**src/rtl/nihilist_pkg.sv**
```systemverilog
// Shared constants and helpers for the Nihilist stream cipher on the MATEI Polybius square.
package nihilist_pkg;

  localparam int unsigned SQ_DIM          = 5;
  localparam int unsigned SQ_CELLS        = SQ_DIM * SQ_DIM;
  localparam int unsigned DEFAULT_KEY_LEN = 9;

  localparam logic MODE_ENC = 1'b0;
  localparam logic MODE_DEC = 1'b1;

  localparam logic [7:0] ERR_CHAR = 8'h00;
  localparam logic [7:0] PAD_CHAR = "A";

  // Row-major square; the first character of the string occupies the top byte.
  localparam logic [SQ_CELLS-1:0][7:0]        SQUARE      = "MATEIBCDFGHKLNOPQRSUVWXYZ";
  localparam logic [DEFAULT_KEY_LEN-1:0][7:0] DEFAULT_KEY = "PARASCHIV";

  typedef struct packed {
    logic       err;
    logic [7:0] data;
  } beat_t;

  function automatic logic [7:0] square_char(input int unsigned idx);
    return SQUARE[5'(SQ_CELLS - 1 - idx)];
  endfunction

  // Cell index to 10*row + col, both counted from 1.
  function automatic logic [7:0] square_code(input int unsigned idx);
    return 8'((idx / SQ_DIM + 1) * 10 + (idx % SQ_DIM) + 1);
  endfunction

  function automatic logic [7:0] default_key_char(input int unsigned idx);
    logic [7:0] ch;
    if (idx < DEFAULT_KEY_LEN) begin
      ch = DEFAULT_KEY[4'(DEFAULT_KEY_LEN - 1 - idx)];
    end else begin
      ch = PAD_CHAR;
    end
    return ch;
  endfunction

endpackage

```
**src/rtl/nihilist_lut.sv**
```systemverilog
// Bidirectional Polybius lookup: character to square code and square code to character.
module nihilist_lut
  import nihilist_pkg::*;
(
  input  logic [7:0] i_char,
  input  logic [7:0] i_code,
  output logic       o_code_valid_c,
  output logic [7:0] o_code_c,
  output logic       o_char_valid_c,
  output logic [7:0] o_char_c
);

  // Every cell is compared against both inputs; at most one cell matches each.
  always_comb begin
    o_code_valid_c = 1'b0;
    o_code_c       = 8'h00;
    o_char_valid_c = 1'b0;
    o_char_c       = 8'h00;
    for (int unsigned idx = 0; idx < SQ_CELLS; idx++) begin
      if (i_char == square_char(idx)) begin
        o_code_valid_c = 1'b1;
        o_code_c       = square_code(idx);
      end
      if (i_code == square_code(idx)) begin
        o_char_valid_c = 1'b1;
        o_char_c       = square_char(idx);
      end
    end
  end

endmodule

```
**src/rtl/nihilist_stream_core.sv**
```systemverilog
// Streaming Nihilist encrypt/decrypt engine with a run-time loadable rotating key.
module nihilist_stream_core
  import nihilist_pkg::*;
#(
  parameter  int unsigned KEY_MAX_LEN = 16,
  localparam int unsigned KEY_IDX_W   = $clog2(KEY_MAX_LEN)
) (
  input  logic                 clk,
  input  logic                 rst_n,
  input  logic                 i_mode,
  input  logic                 i_key_wr,
  input  logic [KEY_IDX_W-1:0] i_key_idx,
  input  logic [7:0]           i_key_char,
  input  logic                 i_key_len_wr,
  input  logic [KEY_IDX_W:0]   i_key_len,
  input  logic                 i_in_valid,
  output logic                 o_in_ready_c,
  input  logic                 i_in_sop,
  input  logic [7:0]           i_in_data,
  output logic                 o_out_valid,
  input  logic                 i_out_ready,
  output logic [7:0]           o_out_data,
  output logic                 o_out_err
);

  localparam int unsigned          LEN_W   = KEY_IDX_W + 1;
  localparam logic [LEN_W-1:0]     MAX_LEN = LEN_W'(KEY_MAX_LEN);

  logic [7:0]           r_key [KEY_MAX_LEN];
  logic [LEN_W-1:0]     r_key_len;
  logic [KEY_IDX_W-1:0] r_kpos;
  logic                 r_out_valid;
  beat_t                r_out;

  logic                 w_accept;
  logic [KEY_IDX_W-1:0] w_k;
  logic [LEN_W-1:0]     w_k_inc;
  logic [KEY_IDX_W-1:0] w_kpos_adv;
  logic [KEY_IDX_W-1:0] w_kpos_after_len;
  logic [LEN_W-1:0]     w_len_clamped;
  logic [7:0]           w_key_char;
  logic                 w_key_code_valid;
  logic [7:0]           w_key_code;
  logic                 w_key_rev_valid;
  logic [7:0]           w_key_rev_char;
  logic                 w_data_code_valid;
  logic [7:0]           w_data_code;
  logic                 w_plain_valid;
  logic [7:0]           w_plain;
  logic [8:0]           w_diff;
  logic                 w_key_idx_ok;
  beat_t                w_beat;
  logic                 w_unused_key;

  assign o_in_ready_c = !r_out_valid || i_out_ready;
  assign w_accept     = i_in_valid && o_in_ready_c;
  assign w_k          = i_in_sop ? '0 : r_kpos;
  assign w_key_char   = r_key[w_k];
  // Sign bit w_diff[8] marks a cipher number smaller than the key code.
  assign w_diff       = {1'b0, i_in_data} - {1'b0, w_key_code};
  assign w_key_idx_ok = LEN_W'(i_key_idx) < MAX_LEN;

  nihilist_lut u_key_lut (
    .i_char         (w_key_char),
    .i_code         (8'h00),
    .o_code_valid_c (w_key_code_valid),
    .o_code_c       (w_key_code),
    .o_char_valid_c (w_key_rev_valid),
    .o_char_c       (w_key_rev_char)
  );

  nihilist_lut u_data_lut (
    .i_char         (i_in_data),
    .i_code         (w_diff[7:0]),
    .o_code_valid_c (w_data_code_valid),
    .o_code_c       (w_data_code),
    .o_char_valid_c (w_plain_valid),
    .o_char_c       (w_plain)
  );

  assign w_unused_key = &{1'b0, w_key_rev_valid, w_key_rev_char};

  // A key character outside the square cannot produce a meaningful code, so it also flags an error.
  always_comb begin
    w_beat.err  = 1'b1;
    w_beat.data = ERR_CHAR;
    if (i_mode == MODE_ENC) begin
      if (w_key_code_valid && w_data_code_valid) begin
        w_beat.err  = 1'b0;
        w_beat.data = w_key_code + w_data_code;
      end
    end else if (w_key_code_valid && !w_diff[8] && w_plain_valid) begin
      w_beat.err  = 1'b0;
      w_beat.data = w_plain;
    end
  end

  always_comb begin
    w_k_inc          = LEN_W'(w_k) + LEN_W'(1);
    w_kpos_adv       = (w_k_inc >= r_key_len) ? '0 : w_k_inc[KEY_IDX_W-1:0];
    w_len_clamped    = i_key_len;
    if (i_key_len == '0) begin
      w_len_clamped = LEN_W'(1);
    end else if (i_key_len > MAX_LEN) begin
      w_len_clamped = MAX_LEN;
    end
    // A beat accepted alongside a length load counts as position 0 of the new rotation.
    w_kpos_after_len = (w_len_clamped == LEN_W'(1)) ? '0 : KEY_IDX_W'(1);
  end

  always_ff @(posedge clk) begin
    if (!rst_n) begin
      r_out_valid <= 1'b0;
      r_out       <= '0;
      r_kpos      <= '0;
      r_key_len   <= LEN_W'(DEFAULT_KEY_LEN);
      for (int unsigned i = 0; i < KEY_MAX_LEN; i++) begin
        r_key[KEY_IDX_W'(i)] <= default_key_char(i);
      end
    end else begin
      if (w_accept) begin
        r_out_valid <= 1'b1;
        r_out       <= w_beat;
      end else if (i_out_ready) begin
        r_out_valid <= 1'b0;
      end

      if (i_key_len_wr) begin
        r_key_len <= w_len_clamped;
        r_kpos    <= w_accept ? w_kpos_after_len : '0;
      end else if (w_accept) begin
        r_kpos <= w_kpos_adv;
      end

      if (i_key_wr && w_key_idx_ok) begin
        r_key[i_key_idx] <= i_key_char;
      end
    end
  end

  assign o_out_valid = r_out_valid;
  assign o_out_data  = r_out.data;
  assign o_out_err   = r_out.err;

endmodule

```
**config.mk**
```make
export PLATFORM = sky130hd
export DESIGN_NAME = nihilist_stream_core
export DESIGN_NICKNAME = d
export VERILOG_FILES = /design/src/rtl/nihilist_pkg.sv /design/src/rtl/nihilist_lut.sv /design/src/rtl/nihilist_stream_core.sv
export SDC_FILE = /design/constraint.sdc
export NUM_CORES = 1
export LEC_CHECK = 0
export ABC_AREA = 1
export CORE_MARGIN = 1
export CORE_UTILIZATION = 45
export CTS_BUF_LIST = sky130_fd_sc_hd__clkbuf_8
export DETAILED_ROUTE_END_ITERATION = 10
export GPL_TIMING_DRIVEN = 0
export PLACE_DENSITY_LB_ADDON = 0.05
export SLEW_MARGIN = 20
export SYNTH_ARGS = -nofsm -noshare
export SYNTH_HDL_FRONTEND = slang
export SYNTH_SLANG_ARGS = --single-unit
export TNS_END_PERCENT = 1
```
**constraint.sdc**
```tcl
create_clock -name clk -period 4.33 [get_ports clk]
set_input_delay 0.866 -clock clk [delete_from_list [all_inputs] [get_ports clk]]
set_output_delay 0.866 -clock clk [all_outputs]
set_load 0.01 [all_outputs]
```
==> reports/metrics.cfg <==
[global_route]
overflow = 0
antenna_found_initial = 0
gr-usage-met3 = 0.0414
grt_pass1_vias = 7631
grt-busiest-layer = met2
grt_usage = 0.278
grt_max_degree = 17
grt_pass1_wl_um = 41600
use_met2 = 0.468
met1_usage = 0.373

[worst_setup_path]
endpoint_kind = flip-flop
required_ns = 4.70
crit_fanout = 6
cp_data_arrival_time_ns = 4.91
slowest_stage = fa_2
endpoint = o_out_data[6]
path_class = primary input to flip-flop
r2r_start = r_kpos[0]
cp-startpoint = i_in_sop
worst_setup_path_start_kind = primary input
crit_top_cell = buf_4
reg2reg_depth = 32
r2r_end = o_out_data[6]
reg2reg_slack_ns = -0.14
critPathMaxStageDelay_ns = 0.36

[yosys]
syn_inst = 1123
synth_edf_count = 128
async_flop_share = 0
synth_nets = 1176
syn_area_per_cell_um2 = 7.73
synth_seq_area_share = 0.484
yosysWarnings = 0
synth_seq_cells = 146
netlist_area_um2 = 8680
synth_flop_cell = edfxtp_1
ys_types = 43

[floorplan]
rows = 50
start_util = 0.461
die_w_um = 141
chipHeight_um = 141
core_um2 = 18800
num_io_pins = 44
die_area_um2 = 19800

[detailed_routing]
viasPerCell = 5.33
drt_iter0_markers = 650
drcViolationCount = 0
drtAntennaViolNets = 0
drt_wl_total_um = 27000
vias = 8087
wl_per_cell_um = 17.8
drtPass1Iterations = 6

[cells_and_area]
fin_nets = 1296
synthToLayoutAreaGrowth_pct = 28.0
final_cells = 1516
ff_latch_area_um2 = 4210
drive_gt1_frac = 0.203
antenna_cells = 0
multiInputGateArea_um2 = 4300
fillers = 1771

[sta]
setup_ws_ns = -0.212
worst_pin_slew_ns = 0.909
fmax_ghz = 0.220
period_minus_slack_ns = 4.54
drv_slew = 0
fin_setup_tns_ns = -1.15
slew_headroom = 0.394
skew_ns = 0.00940
rsz0062_at_grt = true
hold_viol_final = 0
fin_crit_sh = 1.05
setup-violations-final = 7
fin_hold_ws_ns = 0.469

[placed_design]
gp_congestion = 0.879
dp_hpwl_um = 18800
port_buffers = 42
placed_cells = 1425
post-place-ws_ns = -2.02

[cts]
clkLatencyLatePin_ns = 0.47
cts_num_sinks = 146
cts_tree = built
htree_num_levels = 4
clk_pin_slew_ns = 0.09
clockRootBuffer = clkbuf_8
cts_hold_buf = 0
clock_path_buffers = 2
cts_buffers = 17

[pwr]
p_leak_nw = 4.81
ir_drop_mv = 0.254
power_density_nw_per_um2 = 313

[status]
status = finished with violations
violations = negative setup slack

[hold_path]
hold_path.class = flip-flop to flip-flop

[run]
maxCapViolCount = 0

[layer usage]
metal | wire (um) | up-vias
li1 | - | 3918
met1 | 11500 | 3851
met2 | 13100 | 273
met3 | 1750 | 45
met4 | 607 | 0
met5 | 0 | -
[critical path, delay by kind of cell]
kind	cells	cell delay, ns
simple gates	14	1.42
buf+inv	12	1.32
compound gates	6	0.75
fa+ha+maj	2	0.54
[cells by family (layout without fill, tap and decap cells)]
group	Yosys count	count (layout)	synth area share
other cells	1	1	0.000432
xor+xnor	7	7	0.00706
fa+ha+maj	20	20	0.0306
simple gates	685	687	0.338
compound gates	75	75	0.0505
flops	146	146	0.484
buf+inv	189	320	0.0892
[through the flow]
step	util	total power (W)	cell area, um^2
floorplan	-	0.00201	8740
global placement	0.504	0.00220	9490
detailed placement	0.504	0.00219	9490
CTS	0.565	0.00339	10600
global route	0.590	0.00360	11100
finish	0.590	0.00347	11100
[layout by cell type (no fill, tap or decap), types with 3 or more instances in the layout]
cell type,Yosys,layout
ha_4,0,3
nand4_1,24,24
a211oi_1,4,3
nand3_1,142,115
buf_8,0,6
buf_6,4,11
o21ai_1,7,6
edfxtp_1,128,128
nand3_2,1,25
nor3_2,2,6
inv_2,10,11
nor2_4,0,11
a21oi_4,1,3
dfxtp_1,18,16
clkinvlp_4,0,3
or2_2,3,3
clkinv_4,0,4
nor2_2,4,14
nand2_1,250,223
nand2_2,10,29
inv_1,147,141
clkbuf_8,0,20
nand3_4,0,3
o21ai_0,25,23
buf_12,0,5
o21ai_2,1,4
nand3b_1,3,3
clkbuf_1,14,12
inv_4,0,4
clkdlybuf4s50_1,0,41
buf_4,7,50
nor2_1,223,203
a21oi_1,22,17
o211ai_1,6,6
xor2_1,6,4
a21oi_2,0,3
nand2_4,2,9
nor3_1,15,10
ha_1,18,13
[cell type report]
type,count,share of cell area
plain buffers,32,0.0274
clock buffers,19,0.0235
clock inverters,13,0.0136
inverters,157,0.0551
multi-input cells,790,0.387
flip-flops and latches,146,0.379
well taps,260,0.0293
repair buffers,99,0.0855
[worst min-delay path by stage]
| stage | cells past startpoint | start | endpoint |
|---|---|---|---|
| after floorplan | 2 | r_key_len[1] | r_key_len[1] |
| after global placement | 2 | o_out_err | o_out_err |
| after detailed placement | 2 | o_out_err | o_out_err |
| after CTS | 2 | o_out_err | o_out_err |
| after global routing | 2 | r_key_len[2] | r_key_len[2] |
| final | 2 | o_out_err | o_out_err |
[repair_timing]
item                                    in CTS  in global routing
endpoints found under the setup margin       8                  8
resized for setup                          102                 79
gates cloned                                 4                  2
pin swaps                                   40                 56
buffers inserted                            33                 20
[registers in the layout (all words and copies together) (netlist names)]
signal	cells
r_key	128
r_key_len	5
o_out_err	1
o_out_valid	1
o_out_data	7
r_kpos	4
[cell usage after synthesis, drive strengths merged (3+ instances only)]
library cell  count  area, um^2
nand2           262        1020
nor2            227         862
inv             157         589
nand3           143         721
edfxtp          128        3840
o21ai            33         169
nand4            24         150
a21oi            23         126
buf              18         133
dfxtp            18         360
ha               18         225
nor3             17        95.1
clkbuf           14        52.6
o211ai            6        45.0
xor2              6        52.6
or2               5        31.3
a211oi            4        30.0
a31oi             4        25.0
nand3b            3        22.5
[where the power goes]
| group | internal (W) | leakage (nW) | switching (W) | total, W |
|---|---|---|---|---|
| sequential | 0.00161 | 1.39 | 0.0000257 | 0.00163 |
| clock | 0.000551 | 0.201 | 0.000569 | 0.00112 |
| combinational | 0.000269 | 3.22 | 0.000453 | 0.000722 |
Note: power is estimated with default switching activity, not from simulation.
==> patch 1, RTL diff (same settings) <==
Make the reset (`rst_n`) asynchronous in one clocked block.
--- a/src/rtl/nihilist_stream_core.sv
+++ b/src/rtl/nihilist_stream_core.sv
@@ -110,3 +110,3 @@
 
-  always_ff @(posedge clk) begin
+  always_ff @(posedge clk or negedge rst_n) begin
     if (!rst_n) begin
Function: differs if rst_n is asserted again (counterexample within 4 cycles, from zero or initial values and one cycle with rst_n low); with rst_n held inactive, the same outputs for 4 cycles.
==> patch 1 against the unedited design <==
The flow still finishes with violations (setup timing); register-to-register slack got worse by 0.20 ns; sequential cell count did not move; non-clock buffer count grew 7; synthesized cell count rose by 9.8%; synthesized area is 3.6% higher; maximum frequency decreased by 3.2%; design area increased by 0.66%; routed wire length up 5.1%; worst setup slack worse by 0.15 ns; utilization down 1.7 points; critical endpoint is now o_out_data[4]$_DFFE_PN0P_; highest routed layer unchanged.
Power is not compared: it rests on default switching activity, and its combinational part moved more than twofold at a synthesized area within 25%.
==> patch 1: results (changes against the unedited design) <==
STA
  – Post-layout worst setup margin: -0.365 ns (-0.152 ns)
  – Setup TNS: -2.35 ns (-1.19 ns)
  – Setup-failing EPs final: 8 (+1)
  – Pin slew with the least headroom to its limit: 0.785 ns (-0.124 ns)
  – Final Skew: 0.0138 ns (+0.00443 ns)
  – Fin Hold WS: 0.289 ns (-0.180 ns)

Routing
  – Iteration count of the initial detailed-routing pass: 5 (-1)
  – WL final: 28400 um (+5.1%)
  – DRT iter0 DRCs: 540 (-17%)
  – Total number of vias: 8586 (+6.2%)
  – Vias per cell: 5.29 (-0.83%)

Placed design
  – Post-DP Area: 9810 um2 (+3.4%)
  – Post-DP HPWL: 19700 um (+4.5%)
  – Placer congestion estimate: 0.912 (+3.8%)
  – IO Port Bufs: 41 (-2.4%)
  – Dpl ws: -1.36 ns (+0.658 ns)
  – Cells after DPL: 1540 (+8.1%)

Logic synthesis
  – Post-synthesis sequential area ratio: 41.2% (-7.2 points)
  – Most common flop cell mapped by yosys: dfrtp_1
  – Synth Area in XOR/XNOR: 0.584% (-0.12 points)
  – Syn nets: 1286 (+9.4%)
  – Most frequent cells after synthesis: 316 x nand2_1, 139 x o21ai_0, 133 x inv_1
  – Synth Area in Adders: 2.95% (-0.11 points)
  – Yosys cell types: 52 (+21%)
  – Synth Instances: 1233 (+9.8%)
  – Synth area leaders: dfrtp_1 29%, nand2_1 13%, dfstp_2 12%, o21ai_0 7.7%, nand3_1 6.9%
  – Number of synthesis warnings: 0 (unchanged)
  – Async S/R FF share, synth: 100% (+100 points)
  – Synth Area in Compound Gates: 12.0% (+6.9 points)

Pwr
  – Leakage: 5.35 nW
  – P_int: 2.86 mW
  – Worst vdd ir: 0.257 mV

Setup path
  – FF-to-FF setup slack: -0.34 ns (-0.20 ns)
  – CP max FO: 6 (unchanged)
  – Worst R2R Path Depth: 34 (+6.3%)
  – Crit-path max cell delay: 0.38 ns (+0.02 ns)
  – Critical-path top delay cell: fa_2
  – R2R Path Start: r_kpos[0]$_DFFE_PN0P_
  – Critical Path AT: 5.11 ns (+0.20 ns)
  – FF-to-FF End: o_out_data[4]$_DFFE_PN0P_

Status
  – Status: complete, but fails checks
  – Violated checks: setup timing

Worst hold path
  – Tightest Hold Check Type: in -> async

Finish
  – Share of cells above drive strength 1: 20.5% (+0.17 points)
  – Fillers: 1861 (+5.1%)
  – Antenna fix cells: 0 (unchanged)
  – Number of nets in the final layout: 1398 (+7.9%)

Global routing
  – Global-route wire length before repair: 44500 um (+6.7%)
  – Vias in the first global route: 8162 (+7.0%)
  – Total track usage: 29.1% (+1.3 points)
  – Largest net degree at the start of global routing: 95 (+78)
  – Initial antenna violation count: 0 (unchanged)

Clock network
  – Root buffer cell: clkbuf_8
  – Clk pin slew, worst setup/hold paths: 0.09 ns (about the same)
  – PostCTS Resize Cnt: 110 (+7.8%)
  – Setup Buffers After CTS: 45 (+36%)
  – TritonCTS buffer count: 17 (unchanged)
  – Clock Path Buffers: 2 (unchanged)

Run
  – Max-Cap Viols: 0 (unchanged)
==> patch 1: final cells by class <==
class                      instances  area [um2]  share of cell area [%]
tap                              265         332                    2.96
buffer                            46         360                    3.22
multi-input combinational        893        4830                    43.2
clock buffer                      17         234                    2.09
clock inverter                    15         170                    1.52
sequential                       146        3710                    33.1
inverter                         149         596                    5.32
timing repair buffer              92         952                    8.51
==> patch 1: worst max-delay path by stage <==
stage / from / end / slack, ns
CTS: i_in_sop / o_out_data[3]$_DFFE_PN0P_ / -0.23
global route: i_in_sop / o_out_data[2]$_DFFE_PN0P_ / -0.65
global placement: rst_n / r_key[79]$_DFFE_PN0P_ / -3.63
floorplan: i_in_sop / o_out_data[4]$_DFFE_PN0P_ / -0.25
detailed placement: i_in_sop / o_out_data[3]$_DFFE_PN0P_ / -1.36
finish: i_in_sop / o_out_data[4]$_DFFE_PN0P_ / -0.36
==> patch 1: metal layers <==
metal,track usage [%],wire (um)
met5,0,0
met4,14.3,1090
met3,4.47,1510
met2,47.5,13500
met1,37.7,12300
==> patch 2, RTL diff (same flow settings) <==
Made on the original files. Set the parameter `KEY_MAX_LEN` to 32 (it was 16).
--- a/src/rtl/nihilist_stream_core.sv
+++ b/src/rtl/nihilist_stream_core.sv
@@ -4,3 +4,3 @@
 #(
-  parameter  int unsigned KEY_MAX_LEN = 16,
+  parameter  int unsigned KEY_MAX_LEN = 32,
   localparam int unsigned KEY_IDX_W   = $clog2(KEY_MAX_LEN)
Ports: changed (resized i_key_idx and i_key_len); port bits go from 44 to 46. The function was not compared with the original's and may differ.
==> patch 2 against the unedited design <==
The flow still finishes with violations (setup timing); sequential share of layout area increased by 7.0 points; worst setup slack worse by 0.45 ns; sequential power grew 90%; synthesized area is 73% higher; clock skew is 0.013 ns higher; sequential cell count increased by 130; power increased by 80%; synthesized cell count increased by 64%; design area grew 62%; routed wire length grew 110%; largest power group unchanged.
==> patch 2: results (changes against the unedited design) <==
Status
  – Status: complete, but fails checks
  – Violated checks: setup timing

Finish
  – Share of cells above drive strength 1: 12.6% (-7.7 points)
  – Number of nets in the final layout: 2016 (+56%)
  – Max reg flops: 256 (+100%)

Placed design
  – Placer congestion estimate: 0.965 (+9.9%)
  – Post-DP HPWL: 38500 um (+100%)
  – IO Port Bufs: 43 (+2.4%)
  – Post-DP Area: 16200 um2 (+71%)
  – Cells after DPL: 2323 (+63%)
  – Dpl ws: -2.52 ns (-0.498 ns)

Setup path
  – CP max FO: 10 (+4)
  – Critical Path AT: 5.50 ns (+0.59 ns)
  – Crit-path max cell delay: 0.39 ns (+0.03 ns)
  – Worst R2R Path Depth: 38 (+19%)

Logic synthesis
  – Post-synthesis sequential area ratio: 53.9% (+5.5 points)
  – Synth Instances: 1838 (+64%)
  – Yosys cell types: 45 (+4.7%)
  – Most frequent cells after synthesis: 437 x nand2_1, 314 x nor2_1, 269 x nand3_1

Routing
  – WL final: 56300 um (+110%)
  – Metal3 WL: 5190 um (+200%)
  – Wire length on met2: 25400 um (+94%)
  – DRT iter0 DRCs: 1435 (+120%)
  – Wl on met1: 22100 um (+92%)
  – Total number of vias: 13621 (+68%)
  – Vias per cell: 5.58 (+4.6%)
  – Top layer in use: met5

Clock network
  – PostCTS Resize Cnt: 150 (+47%)
  – Clk pin slew, worst setup/hold paths: 0.06 ns (-0.03 ns)
  – Setup Buffers After CTS: 22 (-33%)
  – Clock Path Buffers: 3 (+1)
  – TritonCTS buffer count: 48 (+31)

Global routing
  – Total track usage: 33.7% (+5.8 points)
  – Vias in the first global route: 12804 (+68%)
  – GR Util met3: 7.17% (+3.0 points)
  – Global-route wire length before repair: 81000 um (+94%)
  – Largest net degree at the start of global routing: 13 (-4)
  – GRT met1 Usage: 42.7% (+5.4 points)
  – Initial antenna violation count: 1 (+1)

Pwr
  – Leakage: 7.66 nW (+59%)

STA
  – Max_slew headroom: 23.8% (-16 points)
  – Post-layout worst setup margin: -0.665 ns (-0.453 ns)
  – Setup-failing EPs final: 7 (unchanged)
-- patch 2: layout make-up --
type	count	area, um2	area share [%]
Buffer	81	728	4.04
Clock buffer	49	674	3.74
Clock inverter	39	189	1.05
Inverter	260	1000	5.55
Multi-Input combinational cell	1221	6080	33.7
Sequential cell	276	8090	44.9
Tap cell	442	553	3.07
Timing Repair Buffer	72	699	3.88
-- patch 2: logic make-up after synthesis --
group                      Yosys count  share of synthesized area (%)
DFF                                276                           53.9
AOI/OAI and AO/OA                   85                           3.22
other                                1                         0.0250
buffers and inverters              341                           9.06
adders and majority gates           21                           1.85
and+or+nand+nor                   1105                           31.4
xor gates and xnor gates             9                          0.526
-- patch 2: stage by stage --
step / utilization [%] / power (mW) / hold slack (ns) / TNS, ns
2_1_floorplan: - / 3.61 / 0.444 / -1.63
3_3_place_gp: 49.5 / 3.93 / 0.457 / -19.66
3_5_place_dp: 49.5 / 3.92 / 0.461 / -18.86
4_1_cts: 54.4 / 6.19 / 0.470 / -3.87
5_1_grt: 55.1 / 6.44 / 0.489 / -6.14
6_report: 55.1 / 6.25 / 0.468 / -4.49
-- patch 2: final timing paths --
kind | start | to | slack, ns
min | r_key_len[4]$_SDFFE_PN0P_ | r_key_len[4]$_SDFFE_PN0P_ | 0.47
min reg2reg | r_key_len[4]$_SDFFE_PN0P_ | r_key_len[4]$_SDFFE_PN0P_ | 0.47
max reg2reg | r_kpos[1]$_SDFFE_PN0P_ | o_out_data[2]$_SDFFE_PN0P_ | -0.67
max | r_kpos[1]$_SDFFE_PN0P_ | o_out_data[2]$_SDFFE_PN0P_ | -0.67
-- patch 2: power breakdown --
group	leakage [nW]	switching [mW]	internal, mW
sequential	2.64	0.0463	3.05
clock	0.489	1.13	1.11
combinational	4.54	0.629	0.284
total	7.66	1.80	4.44
